`src/rtl/sub64_pipe.sv`:
```
// sub64_pipe: four-stage pipelined 64-bit subtractor, d = a - b - bin.
//
// The borrow chain is cut into four 16-bit slices. Each slice is evaluated as
// a + ~b + carry, where carry is the complement of the borrow. One slice is
// resolved per register stage, so the latency is four cycles and the
// throughput is one result per cycle. Stage 4 registers drive the outputs
// directly.
//
// Ports:
//   clk        rising-edge clock
//   rst_n      synchronous active-low reset
//   a, b, bin  minuend, subtrahend and borrow-in (sampled on the accept edge)
//   in_valid   operands valid
//   in_ready   block accepts an operation this cycle (= ~out_valid | out_ready)
//   d          64-bit difference
//   bout       borrow-out, 1 iff unsigned a < b + bin
//   ovf        two's-complement overflow of the signed subtraction
//   out_valid  d/bout/ovf valid
//   out_ready  consumer accepts the result
//
// Build option:
//   SUB64_SAT_EN  when defined, d is clamped to the signed limit on overflow.
//                 The sign of the limit follows a[63]. ovf and bout are
//                 unchanged.

module sub64_pipe (
  input  logic        clk,
  input  logic        rst_n,
  input  logic [63:0] a,
  input  logic [63:0] b,
  input  logic        bin,
  input  logic        in_valid,
  output logic        in_ready,
  output logic [63:0] d,
  output logic        bout,
  output logic        ovf,
  output logic        out_valid,
  input  logic        out_ready
);

  // 16-bit slice of a + ~b + cin; bit 16 is the carry-out.
  function automatic logic [16:0] slice_add(input logic [15:0] x,
                                            input logic [15:0] y,
                                            input logic        cin);
    return {1'b0, x} + {1'b0, ~y} + {16'd0, cin};
  endfunction

  // Stage 1: slice 0 resolved, a/b[63:16] pending.
  logic [15:0] s1_diff_q, s1_diff_d;
  logic        s1_c_q,    s1_c_d;
  logic [47:0] s1_a_q,    s1_a_d;
  logic [47:0] s1_b_q,    s1_b_d;
  logic        s1_v_q,    s1_v_d;
  // Stage 2: slices 0..1 resolved, a/b[63:32] pending.
  logic [31:0] s2_diff_q, s2_diff_d;
  logic        s2_c_q,    s2_c_d;
  logic [31:0] s2_a_q,    s2_a_d;
  logic [31:0] s2_b_q,    s2_b_d;
  logic        s2_v_q,    s2_v_d;
  // Stage 3: slices 0..2 resolved, a/b[63:48] pending.
  logic [47:0] s3_diff_q, s3_diff_d;
  logic        s3_c_q,    s3_c_d;
  logic [15:0] s3_a_q,    s3_a_d;
  logic [15:0] s3_b_q,    s3_b_d;
  logic        s3_v_q,    s3_v_d;
  // Stage 4: output registers.
  logic [63:0] d_q,    d_d;
  logic        bout_q, bout_d;
  logic        ovf_q,  ovf_d;
  logic        ov_q,   ov_d;

  logic        adv;
  logic [16:0] sum0, sum1, sum2, sum3;
  logic [15:0] lo15;

  // The whole pipe moves as one: a stalled output freezes every stage,
  // including the empty ones.
  assign adv      = ~ov_q | out_ready;
  assign in_ready = adv;

  always_comb begin
    sum0 = slice_add(a[15:0],       b[15:0],       ~bin);
    sum1 = slice_add(s1_a_q[15:0],  s1_b_q[15:0],  s1_c_q);
    sum2 = slice_add(s2_a_q[15:0],  s2_b_q[15:0],  s2_c_q);
    sum3 = slice_add(s3_a_q,        s3_b_q,        s3_c_q);
    // Low 15 bits of the top slice give the carry into bit 63.
    lo15 = {1'b0, s3_a_q[14:0]} + {1'b0, ~s3_b_q[14:0]} + {15'd0, s3_c_q};

    s1_diff_d = sum0[15:0];
    s1_c_d    = sum0[16];
    s1_a_d    = a[63:16];
    s1_b_d    = b[63:16];
    s1_v_d    = in_valid & in_ready;

    s2_diff_d = {sum1[15:0], s1_diff_q};
    s2_c_d    = sum1[16];
    s2_a_d    = s1_a_q[47:16];
    s2_b_d    = s1_b_q[47:16];
    s2_v_d    = s1_v_q;

    s3_diff_d = {sum2[15:0], s2_diff_q};
    s3_c_d    = sum2[16];
    s3_a_d    = s2_a_q[31:16];
    s3_b_d    = s2_b_q[31:16];
    s3_v_d    = s2_v_q;

    d_d    = {sum3[15:0], s3_diff_q};
    bout_d = ~sum3[16];
    ovf_d  = lo15[15] ^ sum3[16];
    ov_d   = s3_v_q;
`ifdef SUB64_SAT_EN
    if (ovf_d) begin
      d_d = s3_a_q[15] ? 64'h8000_0000_0000_0000 : 64'h7FFF_FFFF_FFFF_FFFF;
    end
`endif
  end

  always_ff @(posedge clk) begin
    if (!rst_n) begin
      s1_diff_q <= '0; s1_c_q <= 1'b0; s1_a_q <= '0; s1_b_q <= '0; s1_v_q <= 1'b0;
      s2_diff_q <= '0; s2_c_q <= 1'b0; s2_a_q <= '0; s2_b_q <= '0; s2_v_q <= 1'b0;
      s3_diff_q <= '0; s3_c_q <= 1'b0; s3_a_q <= '0; s3_b_q <= '0; s3_v_q <= 1'b0;
      d_q       <= '0; bout_q <= 1'b0; ovf_q  <= 1'b0; ov_q   <= 1'b0;
    end else if (adv) begin
      s1_v_q <= s1_v_d;
      s2_v_q <= s2_v_d;
      s3_v_q <= s3_v_d;
      ov_q   <= ov_d;
      // Data registers only load behind a valid token, so bubbles do not toggle them.
      if (s1_v_d) begin
        s1_diff_q <= s1_diff_d; s1_c_q <= s1_c_d; s1_a_q <= s1_a_d; s1_b_q <= s1_b_d;
      end
      if (s2_v_d) begin
        s2_diff_q <= s2_diff_d; s2_c_q <= s2_c_d; s2_a_q <= s2_a_d; s2_b_q <= s2_b_d;
      end
      if (s3_v_d) begin
        s3_diff_q <= s3_diff_d; s3_c_q <= s3_c_d; s3_a_q <= s3_a_d; s3_b_q <= s3_b_d;
      end
      if (ov_d) begin
        d_q <= d_d; bout_q <= bout_d; ovf_q <= ovf_d;
      end
    end
  end

  assign d         = d_q;
  assign bout      = bout_q;
  assign ovf       = ovf_q;
  assign out_valid = ov_q;

endmodule

```
`config.mk`:
```
export PLATFORM = sky130hd
export DESIGN_NAME = sub64_pipe
export DESIGN_NICKNAME = d
export VERILOG_FILES = /design/src/rtl/sub64_pipe.sv
export SDC_FILE = /design/constraint.sdc
export NUM_CORES = 1
export LEC_CHECK = 0
export ABC_AREA = 1
export BUFFER_PORTS_ARGS = -buffer_cell sky130_fd_sc_hd__buf_2
export CAP_MARGIN = 30
export CORE_ASPECT_RATIO = 0.8
export CORE_UTILIZATION = 60
export CTS_BUF_LIST = sky130_fd_sc_hd__clkbuf_8
export CTS_CLUSTER_DIAMETER = 120
export DETAILED_ROUTE_END_ITERATION = 7
export GPL_ROUTABILITY_DRIVEN = 0
export PLACE_DENSITY_LB_ADDON = 0.25
export SLEW_MARGIN = 25
export SYNTH_ARGS = -nofsm -noshare
export SYNTH_HDL_FRONTEND = slang
export SYNTH_SLANG_ARGS = --single-unit
```
`constraint.sdc`:
```
create_clock -name clk -period 2.61 [get_ports clk]
set_input_delay 0.261 -clock clk [delete_from_list [all_inputs] [get_ports clk]]
set_output_delay 0.261 -clock clk [all_outputs]
set_load 0.01 [all_outputs]
```
---- Word level (Yosys, flattened, before mapping) ----
Cells that the tools add are included.
storage, ports and cells
  register bits after elaboration ......... 361
  output and inout port bits .............. 68
  word-level logic and storage cells ...... 44
operators by class
  bitwise gates (word level) .............. 11
  reduce and logical (&&, ||, !) cells .... 4
  add/subtract/negate cells ............... 10
operators by type and width
  operator           count
  $add A16 B16 Y17   4
  $add A17 B1 Y17    4
  $not A16 Y16       4
  $add A15 B15 Y16   1
  $add A16 B1 Y16    1
  $not A15 Y15       1
  $reduce_and A2 Y1  4
  $not A1 Y1         3
  $and A1 B1 Y1      1
  $or A1 B1 Y1       1
  $xor A1 B1 Y1      1

---- Logic depth before layout (Yosys ltp) ----
Gate-level depths: netlist (run 1).
  depth after elaboration ................. 4
  gate-level depth with buffers ........... 15

---- Least setup slack after synthesis (run 1) ----
OpenSTA, ideal clock, no wires.
  kind .................................... register to register
  from .................................... register s2_c_q
  to ...................................... register s3_diff_q[46]
  arrival time ............................ 1,870 ps
  path slack .............................. 623 ps
  cell stages (with the launch flop) ...... 12
  setup time .............................. 117 ps
  required time ........................... 2,493 ps
  period minus slack after synthesis ...... 1,987 ps
  path through ............................ dfxtp_1 > inv_1 > fa_1 > fa_1 > nor2_1 > nor2_1 > o21ai_2 > nand2_1 > nand3_1 > nand2_1 > nor2_1 > nor2_1
between the ends
  word-level cells in the longest chain between the ends .. 1
RTL lines
  element                 RTL line  RTL
  from (decl)             56        logic s2_c_q, s2_c_d;
  from (signal assigned)  121       s2_diff_q <= '0; s2_c_q <= 1'b0; s2_a_q <= '0; s2_b_q <= '0; s2_v_q <= 1'b0;
  from (signal assigned)  134       s2_diff_q <= s2_diff_d; s2_c_q <= s2_c_d; s2_a_q <= s2_a_d; s2_b_q <= s2_b_d;
  $add A17 B1 Y17         45        return {1'b0, x} + {1'b0, ~y} + {16'd0, cin};
  to (signal assigned)    122       s3_diff_q <= '0; s3_c_q <= 1'b0; s3_a_q <= '0; s3_b_q <= '0; s3_v_q <= 1'b0;
  to (signal assigned)    137       s3_diff_q <= s3_diff_d; s3_c_q <= s3_c_d; s3_a_q <= s3_a_d; s3_b_q <= s3_b_d;
  to (decl)               61        logic [47:0] s3_diff_q, s3_diff_d;
Every way passes these cells.
A chain may end at the register's enable or synchronous reset.

---- Final worst setup path (run 1) ----
Ends and elaborated chain as after synthesis.

==> qor.txt, run 1 <==
HP Class: input port to flop
Setup violators final: 0
Syn nets: 2469
Pleak: 0.00949 uW
Nets: 2714
Area after DPL: 17300 sq um
Seq cells post-synth: 361
Most frequent cells in the layout: 578 x nor2_1, 361 x dfxtp_1, 323 x o21ai_0, 267 x nand2_1, 261 x inv_1
Setup Skew: 0.0296 ns
RSZ-0062 raised after global routing: no
Register area share after synthesis: 44.6%
Drt first pass iters: 7
Fin cells: 2906
Tmin final: 2.24 ns
Reg2Reg Setup Slack: 0.37 ns
Min Hold Slack: 0.0288 ns
Max Freq: 447 MHz
Post-synthesis cell count: 2268
First-pass GRT wire length: 65100 microns
Worst EP required: 3.05 ns
Initial DRC Count: 972
Critical path's top delay family: adder cells
H-tree Lvls: 2
Post-DRT Antenna Nets: 0
Commonest non-fill, non-tap cell in the layout: nor2_1
DRC: 0
Dpl hpwl: 24800 microns
I/O pins: 201
Worst Min Path Start: rst_n
GRT Total Usage: 28.7%
Ranking of synthesized cells by area: dfxtp_1 45%, nor2_1 13%, o21ai_0 10%, nand2_1 6.2%, inv_1 5.6%
Grt ovf: 0
Final hold violation count: 0
Status: completed
TritonCTS Sinks: 361
Relative slew margins: 62.2%
Warnings, synthesis: 0
Max stage delay cell, worst path: fa_1
Least-Margin Pin Slew: 0.567 ns
Clock Latency Late Sink: 0.57 ns
Initial Utilization: 61.4%
Fraction of layout cells with a size suffix above 1: 11.8%
Startpoint Class: flop
PD cells: 656 nW/um^2
P&R area growth vs syn: 18.2%
Ant diodes: 0
Postcts setup bufs: 0
Pin count of the biggest net entering global routing: 139
Placed Cells: 2726
CTS tree: done
Worst-path clk slew: 0.06 ns
Clock tree buffer depth: 3
Routed len/inst: 13.6 microns
Most Frequent Cell on Critical Path: nor2_1
Max Slew Vio Count: 0
Crit path cell chain: inv_1, fa_1, fa_1, nor2_1, nor2_1, o21ai_2, nand2_1, nand3_1, nand2_1, nor2_1, nor2_1
Crit-path max FO: 3
Die area: 27700 sq um
Hold Path End: s2_b_q[28]$_SDFFE_PN0P_
Crit path capture type: flop
Worst Path Buf+Inv: 1
Num CTS Buffers: 53
Synthesized cell area: 16200 sq um
Vias in the first global route: 13985
Critical path class: flop to flop
Drt total wl: 39500 microns
Max-cap viol count: 0
Port-buffer cells: 200
Die W: 186 microns
Cell row count: 53
Vias: 15065
Core ar.: 26400 sq um
Fill cells: 2167
Count of cell types in the netlist: 33
Max VDD drop: 0.360 mV
Post-DR vias/cell: 5.18
Final period util: 85.8%
Yosys top cell by area: dfxtp_1
Chip height: 149 microns
Mean Syn Cell Area: 7.15 sq um
PostCTS Resize Cnt: 0
Tot Pwr: 12600 uW
Area share of the leading cell type in the synthesized netlist: 44.6%
Reg-to-Reg Start: s2_c_q$_SDFFE_PN0P_
R2R Path End: s3_diff_q[46]$_SDFFE_PN0P_
Arr. time, crit path: 2.68 ns
Depth of the worst register-to-register path: 11
CP max stage delay: 0.54 ns
Initial antenna violation count: 0
Final Cell Area: 19200 sq um
WHS Path Cells: 3
Total negative slack: 0 ns
CTS root buf: clkbuf_8
==> worst max-delay path by stage <==
stage                              startpoint                         end  slack (ns)  depth (start not counted)
after floorplan           s2_c_q$_SDFFE_PN0P_  s3_diff_q[46]$_SDFFE_PN0P_        0.62                         11
after global placement    s2_c_q$_SDFFE_PN0P_  s3_diff_q[46]$_SDFFE_PN0P_        0.46                         11
after detailed placement  s2_c_q$_SDFFE_PN0P_  s3_diff_q[46]$_SDFFE_PN0P_        0.42                         11
after CTS                 s2_c_q$_SDFFE_PN0P_  s3_diff_q[46]$_SDFFE_PN0P_        0.39                         11
after global routing      s2_c_q$_SDFFE_PN0P_  s3_diff_q[46]$_SDFFE_PN0P_        0.17                         11
final                     s2_c_q$_SDFFE_PN0P_  s3_diff_q[46]$_SDFFE_PN0P_        0.37                         11
==> routing by layer <==
layer	routed length, microns	vias to the layer above	track usage (%)
li1	-	7695	-
met1	17800	6740	37.8
met2	18200	515	46.8
met3	2130	115	4.30
met4	1380	0	12.1
met5	0	-	0
==> what timing repair did <==
item	in CTS	in global routing
endpoints found under the setup margin	0	0
hold buffers	89	0
endpoints found under the hold margin	90	0
==> report_power, final <==
| group | internal, uW | total (uW) | switching (uW) | leakage [uW] |
|---|---|---|---|---|
| clock | 2260 | 4280 | 2030 | 0.000602 |
| combinational | 873 | 2260 | 1380 | 0.00592 |
| sequential | 5860 | 6030 | 166 | 0.00297 |
==> flip-flops by register name, indices dropped and copies added (netlist names), 16 cells and up <==
register / count
s3_diff_q: 48
s1_a_q: 48
s1_b_q: 48
s2_b_q: 32
s2_a_q: 32
s2_diff_q: 32
s3_b_q: 16
d: 64
s3_a_q: 16
s1_diff_q: 16
==> worst register-to-register path, cell delays in order (launching register included) <==
cell and delay, ns:
dfxtp_1 0.33, inv_1 0.06, fa_1 0.54, fa_1 0.45, nor2_1 0.12, nor2_1 0.09, o21ai_2 0.18, nand2_1 0.09
nand3_1 0.08, nand2_1 0.05, nor2_1 0.09, nor2_1 0.04
==> through the flow <==
stage	setup WS [ns]	utilization, %
floorplan	0.623	-
global placement	0.465	65.4
detailed placement	0.415	65.4
global route	0.170	72.6
CTS	0.386	72.6
finish	0.372	72.6
==> final cells by class <==
cell class | instances | area (sq um) | share of cell area, %
multi-input combinational | 1547 | 7450 | 38.9
sequential | 361 | 7230 | 37.7
timing repair buffer | 305 | 2110 | 11.0
inverter | 245 | 922 | 4.81
clock buffer | 66 | 908 | 4.74
tap | 357 | 447 | 2.33
clock inverter | 25 | 98.8 | 0.516
==> Yosys cell counts (all sizes together) <==
cell type	n
o21ai	344
nand3b	7
a21o	1
a31oi	3
nor3	13
o211ai	2
xnor2	5
o21a	3
fa	8
nand4	5
a21oi	147
dfxtp	361
and3	1
or2	1
buf	63
clkbuf	52
nand3	73
o21bai	5
inv	245
nor2	580
xor2	19
nand2	270
ha	60
==> cell families after synthesis <==
| group | after synthesis | share of synthesized area (%) |
|---|---|---|
| buffers and inverters | 360 | 9.47 |
| AOI/OAI and AO/OA | 505 | 15.9 |
| adders and majority gates | 68 | 5.62 |
| DFF | 361 | 44.6 |
| and+or+nand+nor | 950 | 23.2 |
| xor gates and xnor gates | 24 | 1.30 |
Note: power is estimated with default switching activity, not from simulation.
==> run 2, diff against run 1 <==
==> constraint.sdc (replaced) <==
create_clock -name clk -period 2.3 [get_ports clk]
set_input_delay 0.23 -clock clk [delete_from_list [all_inputs] [get_ports clk]]
set_output_delay 0.23 -clock clk [all_outputs]
set_load 0.01 [all_outputs]
==> qor.txt, run 2 (synthesized netlist as in run 1, its figures left out) <==
Status: completed
Die area: 27700 sq um (unchanged)
Initial Utilization: 61.4% (unchanged)
Max Freq: 475 MHz (+6.4%)
Total negative slack: 0 ns (unchanged)
TritonCTS Sinks: 361 (unchanged)
Max-cap viol count: 0 (unchanged)
Arr. time, crit path: 2.56 ns (-0.12 ns)
Crit path to: s2_diff_q[30]$_SDFFE_PN0P_
CTS root buf: clkbuf_8
Commonest non-fill, non-tap cell in the layout: nor2_1
Clock Latency Late Sink: 0.58 ns (about the same)
Cell row count: 53 (unchanged)
HP Class: input port to flop
Relative slew margins: 47.1% (-15 points)
Comb pwr share: 18.2% (+0.2 points)
Max Slew Vio Count: 0 (unchanged)
Crit path capture type: flop
Depth of the worst register-to-register path: 11 (unchanged)
Startpoint Class: flop
Clock Power Share: 33.9% (-0.2 points)
Grt ovf: 0 (unchanged)
Switching share of power: 28.7% (+0.21 points)
Post-DRT Antenna Nets: 0 (unchanged)
I/O pins: 201 (unchanged)
Internal power: 10200 uW (+13%)
Setup Skew: 0.0241 ns (-0.00554 ns)
Port-buffer cells: 200 (unchanged)
P&R area growth vs syn: 18.6%
DRC: 0 (unchanged)
Vias in the first global route: 13979 (-0.043%)
Clock tree buffer depth: 3 (unchanged)
Post-DR vias/cell: 5.22 (+0.61%)
PD cells: 743 nW/um^2 (+13%)
Final hold violation count: 0 (unchanged)
Pin count of the biggest net entering global routing: 102 (-27%)
NetSw: 4100 uW (+15%)
Final period util: 91.5% (+5.7 points)
Most frequent cells in the layout: 578 x nor2_1, 361 x dfxtp_1, 323 x o21ai_0, 267 x nand2_1, 263 x inv_1
Tot Pwr: 14300 uW (+14%)
Initial DRC Count: 1181 (+22%)
Util after Layout: 72.9% (+0.27 points)
Routed len/inst: 13.8 microns (+1.8%)
Max reg flops: 64 (unchanged)
Sequential power share: 47.8% (-0.2 points)
First-pass GRT wire length: 65100 microns (about the same)
Reg2Reg Setup Slack: 0.20 ns (-0.18 ns)
Setup violators final: 0 (unchanged)
Chip height: 149 microns (unchanged)
Drt first pass iters: 6 (-1)
Fraction of layout cells with a size suffix above 1: 11.9% (+0.13 points)
Tmin final: 2.10 ns (-0.135 ns)
GRT Total Usage: 28.7% (about the same)
Critical path class: flop to flop
Crit-path max FO: 3 (unchanged)
Core ar.: 26400 sq um (unchanged)
Least-Margin Pin Slew: 0.793 ns (+0.226 ns)
CTS tree: done
RSZ-0062 raised after global routing: no
Worst-path clk slew: 0.06 ns (about the same)
Worst setup startpoint: s1_c_q$_SDFFE_PN0P_
Pleak: 0.00953 uW (+0.34%)
Nets: 2722 (+0.29%)
Vias: 15199 (+0.89%)
Num CTS Buffers: 53 (unchanged)
Initial antenna violation count: 1 (+1)
Die W: 186 microns (unchanged)
R2R Path End: s2_diff_q[30]$_SDFFE_PN0P_
Dpl hpwl: 25300 microns (+2.0%)
Max VDD drop: 0.407 mV (+13%)
Worst EP required: 2.76 ns (-0.29 ns)
Drt total wl: 40300 microns (+2.1%)
Reg-to-Reg Start: s1_c_q$_SDFFE_PN0P_
H-tree Lvls: 2 (unchanged)
## run 2: cell count changes in the layout (fill, tap and decap cells not counted)
cell,before,now
buf_12,7,8
buf_4,9,13
bufinv_16,0,1
clkbuf_8,66,62
clkinv_2,4,2
clkinvlp_4,0,1
diode_2,0,2
dlygate4sd3_1,89,92
fa_1,8,5
fa_2,0,3
inv_1,261,263
## run 2: power groups by stage
stage / registers (uW) / logic [uW] / clock network, uW
finish: 6840 / 2600 / 4850
global route: 6870 / 2960 / 5240
CTS: 6830 / 2550 / 4920
detailed placement: 6960 / 2410 / 0
global placement: 6950 / 2340 / 0
floorplan: 6930 / 1810 / 0
## run 2: critical path, cell delays in order (launching register included)
cell and delay (ns):
dfxtp_1 0.33, inv_1 0.07, fa_2 0.42, fa_1 0.42, nor2_1 0.12, nor2_1 0.08
o21ai_2 0.17, nand2_1 0.10, nand3_1 0.09, nand2_1 0.05, nor2_1 0.10, nor2_1 0.05
## run 2: metal layers
layer  vias to the layer above  routed length, microns  GRT usage [%]
met4                         0                    1710           12.9
met1                      6783                   17700           36.9
li1                       7717                       -              -
met5                         -                       0              0
met2                       562                   18500           46.9
met3                       137                    2380           5.15
## run 2: worst min-delay path by stage
stage / start / endpoint / slack [ns] / cells past startpoint
CTS: a[16] / s1_a_q[0]$_SDFFE_PN0P_ / 0.003 / 3
detailed placement: s1_diff_q[11]$_SDFFE_PN0P_ / s2_diff_q[11]$_SDFFE_PN0P_ / 0.44 / 2
finish: a[16] / s1_a_q[0]$_SDFFE_PN0P_ / 0.02 / 3
global route: a[16] / s1_a_q[0]$_SDFFE_PN0P_ / 0.01 / 3
global placement: s1_diff_q[15]$_SDFFE_PN0P_ / s2_diff_q[15]$_SDFFE_PN0P_ / 0.44 / 2
floorplan: a[28] / s1_a_q[12]$_SDFFE_PN0P_ / 0.39 / 2
## run 2: what timing repair did
item / CTS / global route
endpoints found under the setup margin: 0 / 6
hold endpoints to repair: 94 / 0
hold buffers: 92 / 0
gates resized for setup: 0 / 3
buffers inserted: 0 / 1
## run 2: metrics by stage
stage          area (sq um)  setup slack [ns]  instances  hold slack [ns]
2_1_floorplan         16200             0.313       2268            0.393
4_1_cts               19200            0.0876       2911          0.00318
5_1_grt               19200            0.0328       2913           0.0144
3_3_place_gp          17300             0.120       2730            0.437
3_5_place_dp          17300            0.0927       2730            0.441
6_report              19200             0.196       2914           0.0191
## run 2: area by class of cell
type | instances | area, sq um
Antenna cell | 2 | 5.00
Clock buffer | 62 | 853
Clock inverter | 27 | 134
Fill cell | 2167 | 7160
Inverter | 245 | 922
Multi-Input combinational cell | 1547 | 7460
Sequential cell | 361 | 7230
Tap cell | 357 | 447
Timing Repair Buffer | 313 | 2190
